### src/rtl/queue_arbiter_pkg.sv
// Shared definitions for queue_arbiter: FSM states, one-hot grant encodings
// and parameter defaults.
package queue_arbiter_pkg;

    typedef enum logic [1:0] {
        IDLE    = 2'd0,
        ENQ     = 2'd1,
        ACK     = 2'd2,
        RELEASE = 2'd3
    } state_e;

    // grant_out is one-hot: bit0 = producer A, bit1 = producer B
    localparam logic [1:0] GNT_NONE = 2'b00;
    localparam logic [1:0] GNT_A    = 2'b01;
    localparam logic [1:0] GNT_B    = 2'b10;

    localparam int unsigned DEPTH_DEFAULT   = 8;
    localparam int unsigned TIMEOUT_DEFAULT = 255;

endpackage

### src/rtl/queue_arbiter_rr_arbiter2.sv
// rr_arbiter2: two-way combinational round-robin pick. A lone request always
// wins; on a tie the side named by prio_b_i wins.
module rr_arbiter2
    import queue_arbiter_pkg::*;
(
    input  logic [1:0] req_i,
    input  logic       prio_b_i,
    output logic [1:0] gnt_o
);

    always_comb begin
        gnt_o = GNT_NONE;
        case (req_i)
            2'b01:   gnt_o = GNT_A;
            2'b10:   gnt_o = GNT_B;
            2'b11:   gnt_o = prio_b_i ? GNT_B : GNT_A;
            default: gnt_o = GNT_NONE;
        endcase
    end

endmodule

### src/rtl/queue_arbiter.sv
// queue_arbiter: round-robin arbiter moving bytes from two producers into a queue.
// Define QUEUE_ARBITER_TIMEOUT_EN to compile in the ENQ watchdog and sticky err_out.
module queue_arbiter
    import queue_arbiter_pkg::*;
#(
    parameter int unsigned DEPTH   = DEPTH_DEFAULT,
    parameter int unsigned TIMEOUT = TIMEOUT_DEFAULT
) (
    input  logic       clk,
    input  logic       reset_n,
    input  logic       ready_a,
    input  logic       ready_b,
    input  logic [7:0] data_a,
    input  logic [7:0] data_b,
    input  logic [3:0] len_in,
    output logic       ack_a,
    output logic       ack_b,
    output logic       enqueue_out,
    output logic [7:0] data_out,
    output logic [1:0] grant_out,
    output logic       full_out,
    output logic       err_out
);

    localparam logic [4:0] DEPTH_CMP = 5'(DEPTH);

    // The watchdog limit must fit the 8-bit ENQ counter.
    if (TIMEOUT < 1 || TIMEOUT > 255) begin : g_timeout_range
        $error("queue_arbiter: TIMEOUT must be in 1..255");
    end

    state_e     state_q,  state_d;
    logic [1:0] grant_q,  grant_d;
    logic [7:0] data_q,   data_d;
    logic [3:0] snap_q,   snap_d;
    logic       prio_b_q, prio_b_d;
    logic [1:0] rr_gnt;
    logic       granted_ready;

`ifdef QUEUE_ARBITER_TIMEOUT_EN
    localparam logic [7:0] WD_LIMIT = 8'(TIMEOUT - 1);
    logic [7:0] wd_q, wd_d;
    logic       err_q, err_d;
`endif

    assign full_out      = ({1'b0, len_in} >= DEPTH_CMP);
    assign granted_ready = |(grant_q & {ready_b, ready_a});
    assign data_out      = data_q;
    assign grant_out     = grant_q;

    rr_arbiter2 u_rr (
        .req_i    ({ready_b, ready_a}),
        .prio_b_i (prio_b_q),
        .gnt_o    (rr_gnt)
    );

    always_comb begin
        state_d     = state_q;
        grant_d     = grant_q;
        data_d      = data_q;
        snap_d      = snap_q;
        prio_b_d    = prio_b_q;
        enqueue_out = 1'b0;
        ack_a       = 1'b0;
        ack_b       = 1'b0;
`ifdef QUEUE_ARBITER_TIMEOUT_EN
        wd_d        = wd_q;
        err_d       = err_q;
`endif
        case (state_q)
            IDLE: begin
                if (!full_out && (ready_a || ready_b)) begin
                    grant_d = rr_gnt;
                    data_d  = rr_gnt[1] ? data_b : data_a;
                    snap_d  = len_in;
                    state_d = ENQ;
`ifdef QUEUE_ARBITER_TIMEOUT_EN
                    wd_d    = '0;
`endif
                end
            end
            ENQ: begin
                enqueue_out = 1'b1;
                // Any change of occupancy (push or concurrent pop) ends the enqueue.
                if (len_in != snap_q) begin
                    state_d = ACK;
                end
`ifdef QUEUE_ARBITER_TIMEOUT_EN
                else if (wd_q == WD_LIMIT) begin
                    err_d   = 1'b1;
                    grant_d = GNT_NONE;
                    state_d = IDLE;
                end else begin
                    wd_d = wd_q + 8'd1;
                end
`endif
            end
            ACK: begin
                ack_a    = grant_q[0];
                ack_b    = grant_q[1];
                prio_b_d = grant_q[0];
                state_d  = RELEASE;
            end
            RELEASE: begin
                if (!granted_ready) begin
                    grant_d = GNT_NONE;
                    state_d = IDLE;
                end
            end
            default: state_d = IDLE;
        endcase
    end

    always_ff @(posedge clk or negedge reset_n) begin
        if (!reset_n) begin
            state_q  <= IDLE;
            grant_q  <= GNT_NONE;
            data_q   <= '0;
            snap_q   <= '0;
            prio_b_q <= 1'b0;
        end else begin
            state_q  <= state_d;
            grant_q  <= grant_d;
            data_q   <= data_d;
            snap_q   <= snap_d;
            prio_b_q <= prio_b_d;
        end
    end

`ifdef QUEUE_ARBITER_TIMEOUT_EN
    always_ff @(posedge clk or negedge reset_n) begin
        if (!reset_n) begin
            wd_q  <= '0;
            err_q <= 1'b0;
        end else begin
            wd_q  <= wd_d;
            err_q <= err_d;
        end
    end

    assign err_out = err_q;
`else
    assign err_out = 1'b0;
`endif

endmodule

### config.mk
export PLATFORM = sky130hd
export DESIGN_NAME = queue_arbiter
export DESIGN_NICKNAME = d
export VERILOG_FILES = /design/src/rtl/queue_arbiter_pkg.sv /design/src/rtl/queue_arbiter_rr_arbiter2.sv /design/src/rtl/queue_arbiter.sv
export SDC_FILE = /design/constraint.sdc
export NUM_CORES = 1
export LEC_CHECK = 0
export ABC_AREA = 0
export CAP_MARGIN = 10
export CORE_ASPECT_RATIO = 1.75
export CORE_MARGIN = 10
export CORE_UTILIZATION = 23
export DETAILED_ROUTE_END_ITERATION = 10
export PLACE_DENSITY = 0.46
export SKIP_CTS_REPAIR_TIMING = 1
export SLEW_MARGIN = 40
export SYNTH_ARGS = -nofsm -noshare
export SYNTH_HDL_FRONTEND = slang
export SYNTH_SLANG_ARGS = --single-unit
### constraint.sdc
create_clock -name clk -period 1.9 [get_ports clk]
set_clock_uncertainty 0.05 [all_clocks]
set_input_delay 0.19 -clock clk [delete_from_list [all_inputs] [get_ports clk]]
set_output_delay 0.19 -clock clk [all_outputs]
set_load 0.1 [all_outputs]
==> results.py <==
metrics = {
    "status": {
        "outcome": "completed",
    },
    "sta": {
        "report.final.slew_viol_count": 0,
        "grt_setup_unrepaired": "false",
        "period_share_pct": 87.3,
        "hold_ws_ps": 207,
        "setup_viol": 0,
        "finalHoldViolCount": 0,
        "fin_ws_ps": 241,
        "fmax_mhz": 603,
        "fin_crit_ps": 1660,
    },
    "finish": {
        "finalNonFillerCells": 175,
        "layout-drive-gt1-share_pct": 27.6,
        "diodes": 0,
        "syn2layout_area_growth_pct": 54.6,
        "nets": 157,
    },
    "drt": {
        "wl_per_cell_um": 14.0,
        "drc_errors": 0,
        "drt-initial-drc-count": 16,
        "first_pass_iters": 4,
        "vias_per_cell": 4.31,
        "postRouteAntennaNets": 0,
        "vias": 755,
        "drt_wl_total_um": 2450,
    },
    "die": {
        "die_area_mm2": 0.00719,
        "io_pins": 39,
        "rows": 30,
        "die_height_um": 105,
        "coreArea_mm2": 0.00394,
        "die_w_um": 68.5,
        "start_util_pct": 24.1,
    },
    "hold_path": {
        "min_path_type": "primary input to asynchronous set/reset pin",
    },
    "grt": {
        "track_usage_pct": 7.19,
        "first_global_vias": 818,
        "antenna_found_initial": 0,
        "grt_pass1_wl_um": 4070,
        "grt_overflow": 0,
        "grt_max_degree": 18,
    },
    "worst_setup_path": {
        "critPathMaxStageDelay_ps": 410,
        "critical_path_arrival_ps": 1750,
        "r2r_end": "state_q[1]$_DFFE_PN0P_",
        "crit_end": "state_q[1]$_DFFE_PN0P_",
        "reg2regPathDepth": 6,
        "slowest_stage": "dfrtp_1",
        "crit_buf_inv": 2,
        "critical_path.cell_chain": "inv_1, ha_1, buf_4, a22oi_4, o41ai_4, mux2_4",
        "cp-startpoint": "state_q[1]$_DFFE_PN0P_",
        "crit_fanout": 5,
        "cpLargestDelayFamily": "flip-flops",
        "r2r_slack_ps": 240,
        "startpoint_type": "flop",
        "crit_cells": 6,
        "end_kind": "flop",
        "regToRegStartpoint": "state_q[1]$_DFFE_PN0P_",
        "critical_path_required_ps": 1990,
        "critPathKind": "flop to flop",
    },
    "synthesis": {
        "postSynthAreaPerCell_um2": 11.2,
        "yosysSeqAreaShare_pct": 44.9,
        "async_flop_share_pct": 100,
        "synth_cells": 85,
        "synth_edf_count": 0,
        "synthesis.nets": 114,
        "ys_ff_latch": 17,
        "yosysUniqueCellTypes": 27,
        "netlist_area_um2": 948,
        "synthFlopType": "dfrtp_1",
        "synth_warnings": 0,
    },
    "power_and_ir_drop": {
        "power_density_mw_per_mm2": 1860,
        "leakagePower_nw": 0.689,
        "power.total_mw": 2.73,
        "irDropWorstVdd_uv": 868,
    },
    "clock_network": {
        "path_clk_slew_ps": 70,
        "clock_latency_ps": 250,
        "cts_made_buffers": 3,
        "cts_tree": "built",
        "htree_levels": 1,
        "clock_path_buffers": 2,
        "cts.sinks": 17,
        "root_buffer": "clkbuf_8",
    },
    "placement": {
        "placed_cells": 171,
        "pre_cts_slack_ps": 45.0,
        "gp_congestion": 0.742,
        "portBuffers": 37,
        "dp_hpwl_um": 2040,
    },
    "job": {
        "drv_cap": 0,
    },
}
[logic make-up (layout without fill, tap and decap cells)]
group	count (synthesis)	count (layout)	synth area share (%)
AND/OR/NAND/NOR	20	20	10.6
flip-flops	17	17	44.9
AO/OA/AOI/OAI	16	16	14.1
multiplexers	14	14	15.8
buffers and inverters	8	50	3.96
adder cells (fa/ha/maj)	5	5	6.60
XOR/XNOR	4	4	3.69
other	1	1	0.395
[cell type report]
class                      instances  area (um^2)
multi-input combinational         60          494
inverter                           3         11.3
clock buffer                       4         45.0
timing repair buffer              43          430
fill                             412         2470
sequential                        17          425
tap                               48         60.1
[routing by layer]
metal / part of all wire [%] / global-route usage (%)
met1: 34 / 7.74
met4: 1.7 / 2.60
met3: 8.9 / 2.67
met5: 0 / 0
met2: 55 / 12.1
[Yosys cell counts (2+ instances only)]
master | count | area, um^2
inv_1 | 3 | 11.3
xor2_1 | 3 | 26.3
nor2b_1 | 2 | 12.5
nor4b_1 | 2 | 17.5
dfrtp_1 | 17 | 425
a21oi_1 | 8 | 40.0
nor2_1 | 11 | 41.3
nand2_1 | 2 | 7.51
mux2_2 | 4 | 45.0
ha_1 | 5 | 62.6
o21ai_0 | 2 | 10.0
buf_2 | 3 | 15.0
mux2i_1 | 9 | 90.1
[worst min-delay path by stage]
stage                                    endpoint                   from  slack, ps  depth (start not counted)
after global routing        snap_q[1]$_DFFE_PN0P_                reset_n        230                          2
after floorplan           data_out[0]$_DFFE_PN0P_                reset_n       -160                          0
after CTS                   snap_q[1]$_DFFE_PN0P_                reset_n        210                          2
final                       snap_q[1]$_DFFE_PN0P_                reset_n        210                          2
after detailed placement    snap_q[3]$_DFFE_PN0P_  snap_q[3]$_DFFE_PN0P_        460                          1
after global placement      snap_q[2]$_DFFE_PN0P_  snap_q[2]$_DFFE_PN0P_        460                          1
[placed cells by master (no fill, tap or decap), types with 2 or more instances in the layout]
| cell type | netlist | layout |
|---|---|---|
| nor4b_1 | 2 | 2 |
| dfrtp_1 | 17 | 17 |
| xor2_1 | 3 | 3 |
| buf_4 | 1 | 16 |
| a21oi_1 | 8 | 8 |
| and2_2 | 1 | 2 |
| inv_1 | 3 | 3 |
| clkdlybuf4s50_1 | 0 | 23 |
| nor2b_1 | 2 | 2 |
| clkbuf_8 | 0 | 3 |
| nand2_1 | 2 | 2 |
| mux2_2 | 4 | 4 |
| mux2i_1 | 9 | 9 |
| buf_12 | 0 | 4 |
| ha_1 | 5 | 4 |
| nor2_1 | 11 | 11 |
[flip-flops by register name (all words and copies together) (netlist names)]
| name | flops |
|---|---|
| snap_q | 4 |
| prio_b_q | 1 |
| grant_out | 2 |
| state_q | 2 |
| data_out | 8 |
[through the flow]
stage	util, %	setup TNS [ps]	cell area, um^2
final	37.2	0	1470
after global routing	37.2	0	1470
after CTS	37.2	0	1470
after detailed placement	36.1	0	1420
after global placement	36.1	0	1420
after floorplan	-	-58.5	952
[power by group]
part	switching [mW]	internal, mW
sequential	0.113	0.530
clock	0.121	0.149
combinational	1.25	0.563
total	1.49	1.24
No activity file was read; power rests on OpenSTA's default activity.
